## src/rtl/tt_sweep_ctrl.sv

```systemverilog
// Truth-table sweep sequencer: walks a 4-input netlist through all 16 minterms,
// captures y0 per minterm and compares the table against an expected pattern.
module tt_sweep_ctrl #(
  parameter int unsigned SETTLE_CYCLES = 1
) (
  input  logic        clk,
  input  logic        rst_n,
  input  logic        start,
  input  logic [15:0] expected_tt,
  output logic [3:0]  x_out,
  input  logic        y_in,
  output logic        busy,
  output logic        done,
  output logic [15:0] tt,
  output logic        match,
  output logic        match_neg,
  output logic        fail_valid,
  output logic [3:0]  first_fail
);
  typedef enum logic [1:0] {IDLE, RUN, CHECK} state_e;

  localparam logic [3:0] SETTLE = 4'(SETTLE_CYCLES);

  state_e      state_q, state_d;
  logic [3:0]  idx_q, idx_d;
  logic [3:0]  settle_cnt_q, settle_cnt_d;
  logic [15:0] exp_q, exp_d;
  logic [15:0] tt_q, tt_d;
  logic        busy_q, busy_d;
  logic        done_q, done_d;
  logic        match_q, match_d;
  logic        match_neg_q, match_neg_d;
  logic        fail_valid_q, fail_valid_d;
  logic [3:0]  first_fail_q, first_fail_d;
  logic [15:0] diff;

  assign diff = tt_q ^ exp_q;

  always_comb begin
    state_d      = state_q;
    idx_d        = idx_q;
    settle_cnt_d = settle_cnt_q;
    exp_d        = exp_q;
    tt_d         = tt_q;
    busy_d       = busy_q;
    done_d       = 1'b0;
    match_d      = match_q;
    match_neg_d  = match_neg_q;
    fail_valid_d = fail_valid_q;
    first_fail_d = first_fail_q;
    unique case (state_q)
      IDLE: begin
        if (start) begin
          state_d      = RUN;
          idx_d        = 4'd0;
          settle_cnt_d = 4'd0;
          exp_d        = expected_tt;
          tt_d         = 16'h0000;
          busy_d       = 1'b1;
          match_d      = 1'b0;
          match_neg_d  = 1'b0;
          fail_valid_d = 1'b0;
          first_fail_d = 4'd0;
        end
      end
      RUN: begin
        // Sample on the last cycle of each minterm's hold window.
        if (settle_cnt_q == SETTLE) begin
          tt_d[idx_q]  = y_in;
          settle_cnt_d = 4'd0;
          if (idx_q == 4'd15) state_d = CHECK;
          else                idx_d   = idx_q + 4'd1;
        end else begin
          settle_cnt_d = settle_cnt_q + 4'd1;
        end
      end
      CHECK: begin
        match_d      = (diff == 16'h0000);
        match_neg_d  = (diff == 16'hFFFF);
        fail_valid_d = (diff != 16'h0000);
        first_fail_d = 4'd0;
        // Scan downward so the lowest mismatching index wins.
        for (int i = 15; i >= 0; i--) begin
          if (diff[i]) first_fail_d = 4'(i);
        end
        busy_d  = 1'b0;
        done_d  = 1'b1;
        state_d = IDLE;
      end
      default: state_d = IDLE;
    endcase
  end

  always_ff @(posedge clk or negedge rst_n) begin
    if (!rst_n) begin
      state_q      <= IDLE;
      idx_q        <= 4'd0;
      settle_cnt_q <= 4'd0;
      exp_q        <= 16'h0000;
      tt_q         <= 16'h0000;
      busy_q       <= 1'b0;
      done_q       <= 1'b0;
      match_q      <= 1'b0;
      match_neg_q  <= 1'b0;
      fail_valid_q <= 1'b0;
      first_fail_q <= 4'd0;
    end else begin
      state_q      <= state_d;
      idx_q        <= idx_d;
      settle_cnt_q <= settle_cnt_d;
      exp_q        <= exp_d;
      tt_q         <= tt_d;
      busy_q       <= busy_d;
      done_q       <= done_d;
      match_q      <= match_d;
      match_neg_q  <= match_neg_d;
      fail_valid_q <= fail_valid_d;
      first_fail_q <= first_fail_d;
    end
  end

  assign x_out      = idx_q;
  assign busy       = busy_q;
  assign done       = done_q;
  assign tt         = tt_q;
  assign match      = match_q;
  assign match_neg  = match_neg_q;
  assign fail_valid = fail_valid_q;
  assign first_fail = first_fail_q;
endmodule

```

## config.mk

```make
export PLATFORM = sky130hd
export DESIGN_NAME = tt_sweep_ctrl
export DESIGN_NICKNAME = d
export VERILOG_FILES = /design/src/rtl/tt_sweep_ctrl.sv
export SDC_FILE = /design/constraint.sdc
export NUM_CORES = 1
export LEC_CHECK = 0
export ABC_CLOCK_PERIOD_IN_PS = 2400
export CORE_ASPECT_RATIO = 1.25
export CORE_MARGIN = 2
export CORE_UTILIZATION = 39
export CTS_CLUSTER_DIAMETER = 120
export CTS_CLUSTER_SIZE = 20
export DETAILED_ROUTE_END_ITERATION = 12
export GPL_TIMING_DRIVEN = 0
export PLACE_DENSITY_LB_ADDON = 0.1
export SYNTH_ARGS = -nofsm -noshare
export SYNTH_HDL_FRONTEND = slang
export SYNTH_SLANG_ARGS = --single-unit
```

## constraint.sdc

```tcl
create_clock -name clk -period 2.4 [get_ports clk]
set_input_delay 0.48 -clock clk [delete_from_list [all_inputs] [get_ports clk]]
set_output_delay 0.48 -clock clk [all_outputs]
set_load 0.01 [all_outputs]
```

# Word-level counts from Yosys, hierarchy flattened
# Index checks and enable logic that the tools add are counted.
# op_classes
magnitude_cmp	2
bitwise_logic	1
eq_ne	9
shift	0
n_reduce_logical	12
n_mul	0
div	0
addsub	2
n_mux	40
# ops
op	n
2-to-1 mux 4 bit	20
2-to-1 mux 16 bit	2
one-hot mux 16 bit (2 select lines)	1
one-hot mux 4 bit (2 select lines)	3
bitwise mux 16 bit	1
equality test 16 bit, second input constant	1
zero test 16 bit	1
nonzero test 16 bit	1
XOR 16 bit	1
adder 4 x 1 -> 4 bit, second input constant	2
inequality test 2 bit, second input constant	4
one-hot mux 1 bit (2 select lines)	4
2-to-1 mux 2 bit	3
AND reduction 2 bit	3
AND reduction 3 bit	2
less-than comparator 4 x 5 -> 1 bit, second input constant	1
demux 1 bit (select 4 bit)	1
equality test 4 x 1 -> 1 bit, second input constant	1
equality test 4 bit, second input constant	1
>= comparator 4 x 1 -> 1 bit, second input constant	1
2-to-1 mux 1 bit	4
one-hot mux 2 bit (2 select lines)	1
AND reduction 4 bit	1
nonzero test 2 bit	2
4 further kinds	4
# word_totals
output_inout_bits	29
reg_bits	51
latch_bits	0
ram_bits	0
memories	0
romBits	0

# Longest topological paths before layout
# Gate-level depths: netlist of run 1.
# depth
depth_word	18
depth_mapped	7
mapped_depth_nobuf	6

# Least setup slack after synthesis of run 1
# OpenSTA, ideal clock, no wires.
# synth_timing
path_type	register -> register
startpoint	reg idx_q[0] (netlist: x_out[0])
endpoint	reg idx_q[3] (netlist: x_out[3])
synth_period_minus_slack_ps	1807
setup_ps	77
path_buffers	1
arrival_ps	1730
required_time_ps	2323
stages_incl_launch_ff	7
setup_slack_ps	593
cell_sequence	dfrtp_1 ha_1 buf_6 and3_4 and2_1 or4_1 a21oi_1
# synth_between
elab_chain_len	4
elab_cells_between_ends	7
classes_between	1 x add/sub; 2 x eq/ne; 3 x mux; 1 x reduce/logical
# synth_rtl
item	line_no	text
start: declaration	25	logic [3:0] idx_q, idx_d;
start signal: assignment	109	idx_q <= idx_d;
adder 4 x 1 -> 4 bit	72	else idx_d = idx_q + 4'd1;
2-to-1 mux 4 bit	71	if (idx_q == 4'd15) state_d = CHECK;
2-to-1 mux 4 bit	68	if (settle_cnt_q == SETTLE) begin
one-hot mux 4 bit (2 select lines)	51	unique case (state_q)
# Several ways; a longest one is shown, not always the timed one. The select of a mux whose other input is x is not followed.
# A chain may end at the register's enable or synchronous reset.

# Worst setup path in the final report of run 1
# layout_timing
startpoint	in start
endpoint	reg exp_q[2]
# layout_between
elab_chain_len	1
# layout_rtl
item	line_no	text
start: declaration	8	input logic start,
AND reduction 2 bit (no source line)	-	
end signal: assignment	111	exp_q <= exp_d;
end: declaration	27	logic [15:0] exp_q, exp_d;
# Every way passes these cells.

==> results.md, run 1 <==
- Outcome: completed
- Simple-gate area share of the yosys netlist: 16.90%
- Buffers added on ports: between 40 and 50
- Yosys warns: 0
- Most common cell after layout, fill and taps aside: dfrtp_1
- Vias: about 2,200
- Final Hold Vio Count: 0
- Setup crit end kind: flop
- Register bit total from synthesis: between 50 and 60
- Layout cell share with drive strength beyond 1: between 10% and 20%
- Latest clock arrival within the worst-skew pair: 0.30 ns
- Synth Cell Area: ~0.0027 mm²
- Remaining Overflow, GRT: 0
- Core area: around 0.0068 mm²
- Commonest non-fill, non-tap cells in the layout: dfrtp_1 (51), clkdlybuf4s50_1 (47), nand2_1 (33)
- Die area: around 0.0077 mm²
- Reg2Reg Setup Slack: 0.22 ns
- Largest family of logic cells by synthesized area: simple AND/OR/NAND/NOR gates
- Worst path slowest cell: nor3b_1
- Post-CTS Setup Inserts: 0
- Worst Max-Slew Pin Slew: around 0.8 ns
- XOR/XNOR share of the synthesized area: 7.074%
- Top Ports: between 40 and 50
- Kind of critical path: in -> reg
- Slew HR: 46.90%
- Distinct cells, synth: 46
- Endpoints failing setup: 0
- Nets: between 300 and 400
- DR iter-0 viols: around 110
- Vias in the first global route: approximately 2,200
- Period utilization: between 90 and 100%
- Post-Route WL: between 6000 and 7000 µm
- Drt first pass iters: 4
- Post-CTS Hold Buffers: 0
- Die X: approximately 79 µm
- RR Endpoint: tt[13]
- Startpoint Class: input port
- Placer's final routability congestion estimate: ~0.83
- Peak VDD IR: 0.5370 mV
- Worst-path maximum fanout: 10
- # rows: 34
- Clock-pin slew on the worst setup and hold paths: roughly 0.10 ns
- Most used DFF post-synth: dfrtp_1
- RSZ-0062 raised after global routing: no
- F_max: ~460 MHz
- Max_cap viols: 0
- Mux cell area share after synthesis: roughly 6.6%
- Syn_nets: roughly 300
- CTS tree: done
- Drc violations: 0
- Sequential fraction of the synthesis area: between 40% and 50%
- Root Buffer: clkbuf_8
- Syn Area/Cell: ~10 µm²
- N_diodes: 0
- TritonCTS buffer count: 5
- First-pass GRT wire length: about 11,000 µm
- Initial antenna violation count: 0
- Post-DP HPWL: between 4000 and 5000 µm
- Worst Skew: between 0.009 and 0.01 ns
- LEAKAGE: approximately 1.4 nW
- CP peak stage delay: around 0.63 ns
- CTS-repair resized insts: 0
- Chip Height: about 97 µm
- Min Tclk post-route: around 2.2 ns
- Area Overhead vs Synth: 26.23%
- Per-cell routed wire length: roughly 15 µm
- Drt via density: roughly 5.2
- Max Buffers Root-to-Sink: 2
- Compound-gate portion of the synthesized area: between 10% and 20%
- Total global-route track usage: between 10% and 20%
- CP Data Required Time: 2.59 ns
- Pwr Density: around 1200 mW/mm²
- Post-Syn Instances: about 270
- Hold Path Class: in -> async
- Worst reg2reg path depth: 6
- CTS H-tree depth: 2
- CP Cell Sequence: clkdlybuf4s50_1 -> nor3b_1 -> buf_2 -> mux2_2
- Sum Neg Setup Slack: 0 ns
- Post-synth EDFFs: 0
- RR Startpoint: settle_cnt_q[1]
- Post-synth ARST share: 100.0%
- CTS sink count: 51
- Largest net degree at the start of global routing: 39
- Slew Limit Fails: 0
- CP Data Arrival Time: 2.37 ns
- Post-synthesis adder-cell area fraction: around 2.8%
- Final antenna-violating net count: 0
- Initial Util: around two fifths
- Total power: 4.117 mW
cell type report:
cell class                      instances  area, µm²
Buffer                                 14      72.57
Clock buffer                            5      68.82
Clock inverter                          2      37.54
Fill cell                             648       3411
Inverter                                5      18.77
Multi-Input combinational cell        201       1356
Sequential cell                        51       1276
Tap cell                               90      112.6
Timing Repair Buffer                   49      495.5
metrics by stage:
stage	util [%]	instance area (µm²)	setup slack, ns	hold WS (ns)	instances
2_1_floorplan	-	2724	0.5926	0.1844	271
3_3_place_gp	48.43	3317	-0.6931	0.4618	409
3_5_place_dp	48.65	3332	-0.1884	0.4024	410
4_1_cts	50.20	3438	0.1331	0.06686	417
5_1_grt	50.20	3438	0.06691	0.07292	417
6_report	50.20	3438	0.2168	0.06075	417
routing by layer:
metal / up-vias / share of wire (%) / GRT usage [%]
li1: 1074 / - / -
met4: 0 / 1.7 / 4.993
met2: 40 / 50 / 30.57
met5: - / 0 / 0
met1: 1045 / 45 / 22.83
met3: 10 / 3.7 / 3.160
worst max path at each step:
stage	from	endpoint	depth (start not counted)
after floorplan	x_out[0]	x_out[3]	6
after global placement	rst_n	x_out[3]	1
after detailed placement	start	exp_q[1]	4
after CTS	start	exp_q[13]	4
after global routing	settle_cnt_q[1]	tt[13]	6
final	start	exp_q[2]	4
report_power, final:
group          switching [mW]  internal, mW
Combinational            1.03         0.968
Sequential              0.336          1.19
Clock                   0.283         0.305
logic make-up (layout without fill, tap and decap cells):
logic type / count (synthesis) / in the layout
simple gates: 88 / 88
compound gates: 69 / 69
flops: 51 / 51
xor+xnor: 22 / 22
buf+inv: 19 / 75
mux: 16 / 16
fa+ha+maj: 6 / 6
cells in the mapped netlist, types with 3 or more instances:
master     n  area share [%]
or4_1      3            0.83
nand3_1   12             2.2
nor3_1     3            0.55
dfrtp_1   51              47
a22o_1     5             1.6
and2_1     3            0.69
clkbuf_1   3            0.41
xor2_1    11             3.5
buf_2      9             1.7
xnor2_1   11             3.5
a21o_1     5             1.4
nand2_1   33             4.5
nand4_1    4            0.92
nor2_1    11             1.5
ha_1       6             2.8
mux2_2    16             6.6
a211oi_1   4             1.1
o21ai_0   22             4.0
nor2b_1    5             1.1
a21bo_2    3             1.1
o31ai_1    3            0.83
a21oi_1   15             2.8
inv_1      5            0.69
or2_2      3            0.69
critical path: cells and delay by family:
kind / cells / cell delay (ns)
mux: 1 / 0.37
buf+inv: 2 / 0.89
simple gates: 1 / 0.63
sequential cells by signal, indices dropped and copies added (netlist names):
name          count
x_out             4
done              1
tt               16
settle_cnt_q      4
exp_q            16
match_neg         1
busy              1
match             1
fail_valid        1
state_q           2
first_fail        4
Power figures use the tool's default switching activity.
==> run 2: changes to the inputs <==
- ABC_CLOCK_PERIOD_IN_PS: 2400 -> unset
==> results of run 2 <==
Same layout as run 1: the final DEF is identical, and so are final timing and power.
==> run 3: changes to the inputs <==
- clock period: 2.4 -> 2.2 ns (I/O delays scaled with it)
==> run 3 against run 2 <==
Via count is 0.14% lower. Sequential power is 9% higher. Critical path depth is 2 higher. Core utilization is 0.15 points higher. Count of clock-buffer cells in the layout stayed put. Wire length is 0.69% higher. Sequential share of layout area is 0.11 points lower. Clock power is 9.0% higher. Register-to-register slack better by 0.06 ns. Flip-flop and latch count stayed put. Cell area is 0.29% higher. Final cell count stayed put. Critical path type is now reg -> reg.
==> results.md, run 3 (same netlist as run 1, synthesis figures left out) <==
- Outcome: completed
- Footprint of the multi-input gates: 0.001366 mm² (+0.74%)
- Post-Route WL: 6425 µm (+0.69%)
- Worst Skew: 0.007896 ns (-0.001779 ns)
- Total global-route track usage: 17.83% (+0.019 points)
- Drt first pass iters: 4 (unchanged)
- Initial antenna violation count: 0 (unchanged)
- Endpoints failing setup: 0 (unchanged)
- Final WS setup: 0.2776 ns (+0.06075 ns)
- Metal3 WL: 240 µm (+0.84%)
- Post-route insts no fill: 417 (unchanged)
- Slew HR: 60.82% (+14 points)
- Startpoint Class: flop
- Initial Util: 39.77% (unchanged)
- CTS sink count: 51 (unchanged)
- Drt via density: 5.194 (-0.14%)
- CP Data Required Time: 2.43 ns (-0.16 ns)
- Fin util: 50.35% (+0.15 points)
- Largest net degree at the start of global routing: 39 (unchanged)
- First-pass GRT wire length: 10,740 µm (unchanged)
- Post-CTS Hold Buffers: 0 (unchanged)
- Final antenna-violating net count: 0 (unchanged)
- Setup crit end kind: flop
- Post-CTS Setup Inserts: 0 (unchanged)
- Final Hold Vio Count: 0 (unchanged)
- Kind of critical path: reg -> reg
- Max_cap viols: 0 (unchanged)
- Drc violations: 0 (unchanged)
- Vias: 2,166 (-0.14%)
- Peak VDD IR: 0.5869 mV (+9.3%)
- Final instance area: 0.003448 mm² (+0.29%)
- Worst Setup Slack post-DPL: -0.3484 ns (-0.1600 ns)
- Worst Max-Slew Pin Slew: 0.5865 ns (-0.2083 ns)
- Latest clock arrival within the worst-skew pair: 0.30 ns (about the same)
- Pwr Density: 1305 mW/mm² (+9.0%)
- Most common cell after layout, fill and taps aside: dfrtp_1
- Die area: 0.007673 mm² (unchanged)
- Per-cell routed wire length: 15.41 µm (+0.69%)
- Sum Neg Setup Slack: 0 ns (unchanged)
- Hold Path Class: in -> async
- Worst-path maximum fanout: 9 (-1)
- Remaining Overflow, GRT: 0 (unchanged)
- Commonest non-fill, non-tap cells in the layout: dfrtp_1 (51), clkdlybuf4s50_1 (47), nand2_1 (33)
- Fillers: 646 (-0.31%)
- Placer's final routability congestion estimate: 0.8263 (unchanged)
- DR iter-0 viols: 109 (+0.93%)
- Max Buffers Root-to-Sink: 2 (unchanged)
- LEAKAGE: 1.449 nW (+0.26%)
- Root Buffer: clkbuf_8
- Die X: 78.75 µm (unchanged)
- Placed Cells: 410 (unchanged)
- F_max: ~520 MHz
- Area Overhead vs Synth: 26.60%
- Core area: 0.006849 mm² (unchanged)
- Buffers added on ports: 48 (unchanged)
- Top Ports: 49 (unchanged)
- TritonCTS buffer count: 5 (unchanged)
- N_diodes: 0 (unchanged)
- Reg area: 0.001276 mm² (unchanged)
- CTS tree: done
- DR WL met2: 3187 µm (+0.44%)
- CP Data Arrival Time: 2.15 ns (-0.22 ns)
- Wire length on met1: 2886 µm (+0.91%)
- Min Tclk post-route: just under 2 ns
- Vias in the first global route: 2,159 (-0.093%)
- Reg2Reg Setup Slack: 0.28 ns (+0.06 ns)
- CTS H-tree depth: 2 (unchanged)
- RSZ-0062 raised after global routing: no
- Chip Height: 97.44 µm (unchanged)
- Clock-pin slew on the worst setup and hold paths: 0.09 ns (about the same)
- Period utilization: 87.38%
- Slew Limit Fails: 0 (unchanged)
- Layout cell share with drive strength beyond 1: 14.98% (+0.61 points)
- # rows: 34 (unchanged)
- Placed instance area: 0.003332 mm² (unchanged)
- Nets: 353 (unchanged)
- Post-DP HPWL: 4920 µm (unchanged)
- Max layer used: met4
## run 3: layout make-up
type | count | share of cell area, %
buffer | 14 | 2.104
clock buffer | 5 | 1.996
clock inverter | 2 | 1.089
inverter | 5 | 0.5443
multi-input combinational | 201 | 39.62
sequential | 51 | 37.01
tap | 90 | 3.266
timing repair buffer | 49 | 14.37
## run 3: report_power, final
group          internal (mW)  switching, mW
clock network          0.333          0.308
logic                   1.06           1.13
registers               1.30          0.371
## run 3: layer usage
metal / vias up / global-route usage, %
met5: - / 0
met4: 0 / 4.993
met3: 10 / 3.160
met2: 41 / 30.51
met1: 1040 / 22.95
li1: 1075 / -
## run 3: what timing repair did
action	in CTS	in global routing
gates cloned	0	0
endpoints found under the setup margin	16	7
gates resized for setup	1	1
## run 3: path summary, 6_finish.rpt
path,cells past startpoint,end,start
max in group asynchronous,2,tt[9],rst_n
worst min register to register,1,busy,busy
worst max-delay path,6,x_out[3],x_out[0]
worst max register to register,6,x_out[3],x_out[0]
min in group clk,1,busy,busy
worst min-delay path,1,match,rst_n
## run 3: critical path: stages, from the launching register on
cell and delay (ns):
dfrtp_1 0.47, ha_1 0.24, buf_6 0.14, and3_4 0.20, and2_1 0.17, or4_1 0.47
a21oi_1 0.16
## run 3: metrics by stage
| stage | total power, mW | hold slack [ns] |
|---|---|---|
| after detailed placement | 3.900 | 0.3624 |
| final | 4.502 | 0.02273 |
| after global routing | 4.895 | 0.03292 |
| after floorplan | 3.053 | 0.1444 |
| after global placement | 3.861 | 0.4618 |
| after CTS | 4.557 | 0.02686 |
==> variant (flow settings as in run 3) <==
Register the input `expected_tt` before use. The logic sees it one clock later. The other inputs are not delayed to match.
--- a/src/rtl/tt_sweep_ctrl.sv
+++ b/src/rtl/tt_sweep_ctrl.sv
@@ -21,4 +21,10 @@
 
   localparam logic [3:0] SETTLE = 4'(SETTLE_CYCLES);
+
+  logic [15:0] expected_tt_q;
+
+  always_ff @(posedge clk) begin
+    expected_tt_q <= expected_tt;
+  end
 
   state_e      state_q, state_d;
@@ -55,5 +61,5 @@
           idx_d        = 4'd0;
           settle_cnt_d = 4'd0;
-          exp_d        = expected_tt;
+          exp_d        = expected_tt_q;
           tt_d         = 16'h0000;
           busy_d       = 1'b1;
Function: same outputs for any inputs over 10 cycles, from zero or initial values and one cycle with rst_n low; that may be too few to reach the edited logic, so the function may still have changed.
==> variant against run 3 <==
Setup slack better by 0.012 ns; cell area is 10% higher; final cell count is 2.6% higher; first-iteration DRC count is 17% higher; power is 14% higher; clock power is 59% higher; area after synthesis is 9.1% higher; synthesized cell count is 0.37% lower; sequential cell count is 16 higher; critical path depth is 1 lower; wire length is 6.1% higher; critical endpoint unchanged.
==> variant: results (changes against run 3) <==
* Signal buffers at 60 (-4.8%)
* Net Count, Synth at 296 (-0.34%)
* PwrDens at 1350 nW/um^2 (+3.2%)
* GR Util All Layers at 0.182 (+0.00364)
* Flop pwr share at 0.384 (+0.012)
* Max FO, Critical Path at 8 (-1)
* RD Place Congestion at 0.964 (+17%)
* Multi-input logic portion of the cell area at 0.342 (-0.0541)
* Post-synth top cells: dfrtp_1 (51), o21ai_0 (37), nand2_1 (20)
* Worst min path class: reg -> reg
* Nets@finish at 357 (+1.1%)
* VDD IR-drop max at 605 uV (+3.0%)
* Clock buf/inv share at 0.0534 (+0.0226)
* Largest net degree at the start of global routing at 40 (+2.6%)
* Fraction of layout cells with a size suffix above 1 at 0.167 (+0.0168)
* Placement Setup Slack at -0.00273 ns (+0.346 ns)
* Multi-input gates at 187 (-7.0%)
* # clock sinks at 67 (+31%)
* Post-Route WL at 6820 microns (+6.1%)
* CTS resizes at 0 (-1)
* Max Clock Skew at 0.00669 ns (-0.00121 ns)
* Non-clk invs at 6 (+1)
* Worst skew pair latency at 0.34 ns (+0.04 ns)
* H-Tree Level Count at 3 (+1)
* Detailed Place HPWL at 5040 microns (+2.4%)
* First-pass GRT wire length at 11200 microns (+4.2%)
* Sequential share of the synthesized area at 0.537 (+0.0685)
* # hold bufs at CTS at 1 (+1)
* P_leak at 0.00158 uW (+9.2%)
* Synth unique cells at 55 (+20%)
* Buffering overhead at 0.148 (-0.0171)
* Run status: finished clean
* Post-DP Area at 3580 sq um (+7.5%)
* Max stage delay cell, worst path: or4_1
* Main area contributors after synthesis: dfrtp_1 (43%), dfxtp_1 (11%), o21ai_0 (6.2%)
* Layout clock buffers at 10 (+5)
* Combinational power share at 0.416 (-0.070)
* Layout filler cell count at 697 (+7.9%)
* CP max stage delay at 0.50 ns (+0.03 ns)
* Via density at 5.27 (+1.5%)
-- variant: cell count changes in the layout (fill, tap and decap cells not counted), moves of 4 or more --
cell / before / now
a211oi_1: 4 / 0
clkbuf_8: 5 / 10
dfxtp_1: 0 / 16
xor2_1: 11 / 4
nand2_1: 33 / 20
xnor2_2: 0 / 4
o21ai_0: 22 / 37
a21o_1: 5 / 1
buf_2: 10 / 6
nand3_1: 12 / 5
-- variant: cell families (layout without fill, tap and decap cells) --
kind of cell,after synthesis,in the layout,synth area share
compound gates,77,77,0.152
simple gates,70,70,0.136
flops,67,67,0.537
xor+xnor,18,18,0.0631
mux,16,16,0.0606
buf+inv,16,82,0.0261
fa+ha+maj,6,6,0.0253
-- variant: final timing paths --
kind | endpoint | depth (start not counted)
hold / removal | exp_q[12] | 1
setup reg to reg | x_out[3] | 5
min in group asynchronous | match | 2
max in group asynchronous | tt[3] | 3
setup / recovery | x_out[3] | 5
hold reg to reg | exp_q[12] | 1
-- variant: through the flow --
| stage | total power, uW | hold slack (ns) | setup TNS (ns) | util | std cells |
|---|---|---|---|---|---|
| floorplan | 3200 | 0.144 | 0 | - | 270 |
| CTS | 5150 | 0.465 | 0 | 0.513 | 428 |
| global route | 5480 | 0.477 | 0 | 0.513 | 428 |
| finish | 5110 | 0.462 | 0 | 0.513 | 428 |
| detailed placement | 4110 | 0.356 | -0.00282 | 0.484 | 411 |
| global placement | 4080 | 0.442 | -45.48 | 0.482 | 410 |
-- variant: per-layer routing --
| metal | global-route usage | vias up | routed length [microns] |
|---|---|---|---|
| li1 | - | 1093 | - |
| met1 | 0.218 | 1092 | 3030 |
| met2 | 0.295 | 55 | 3360 |
| met3 | 0.0339 | 16 | 241 |
| met4 | 0.119 | 0 | 183 |
| met5 | 0 | - | 0 |
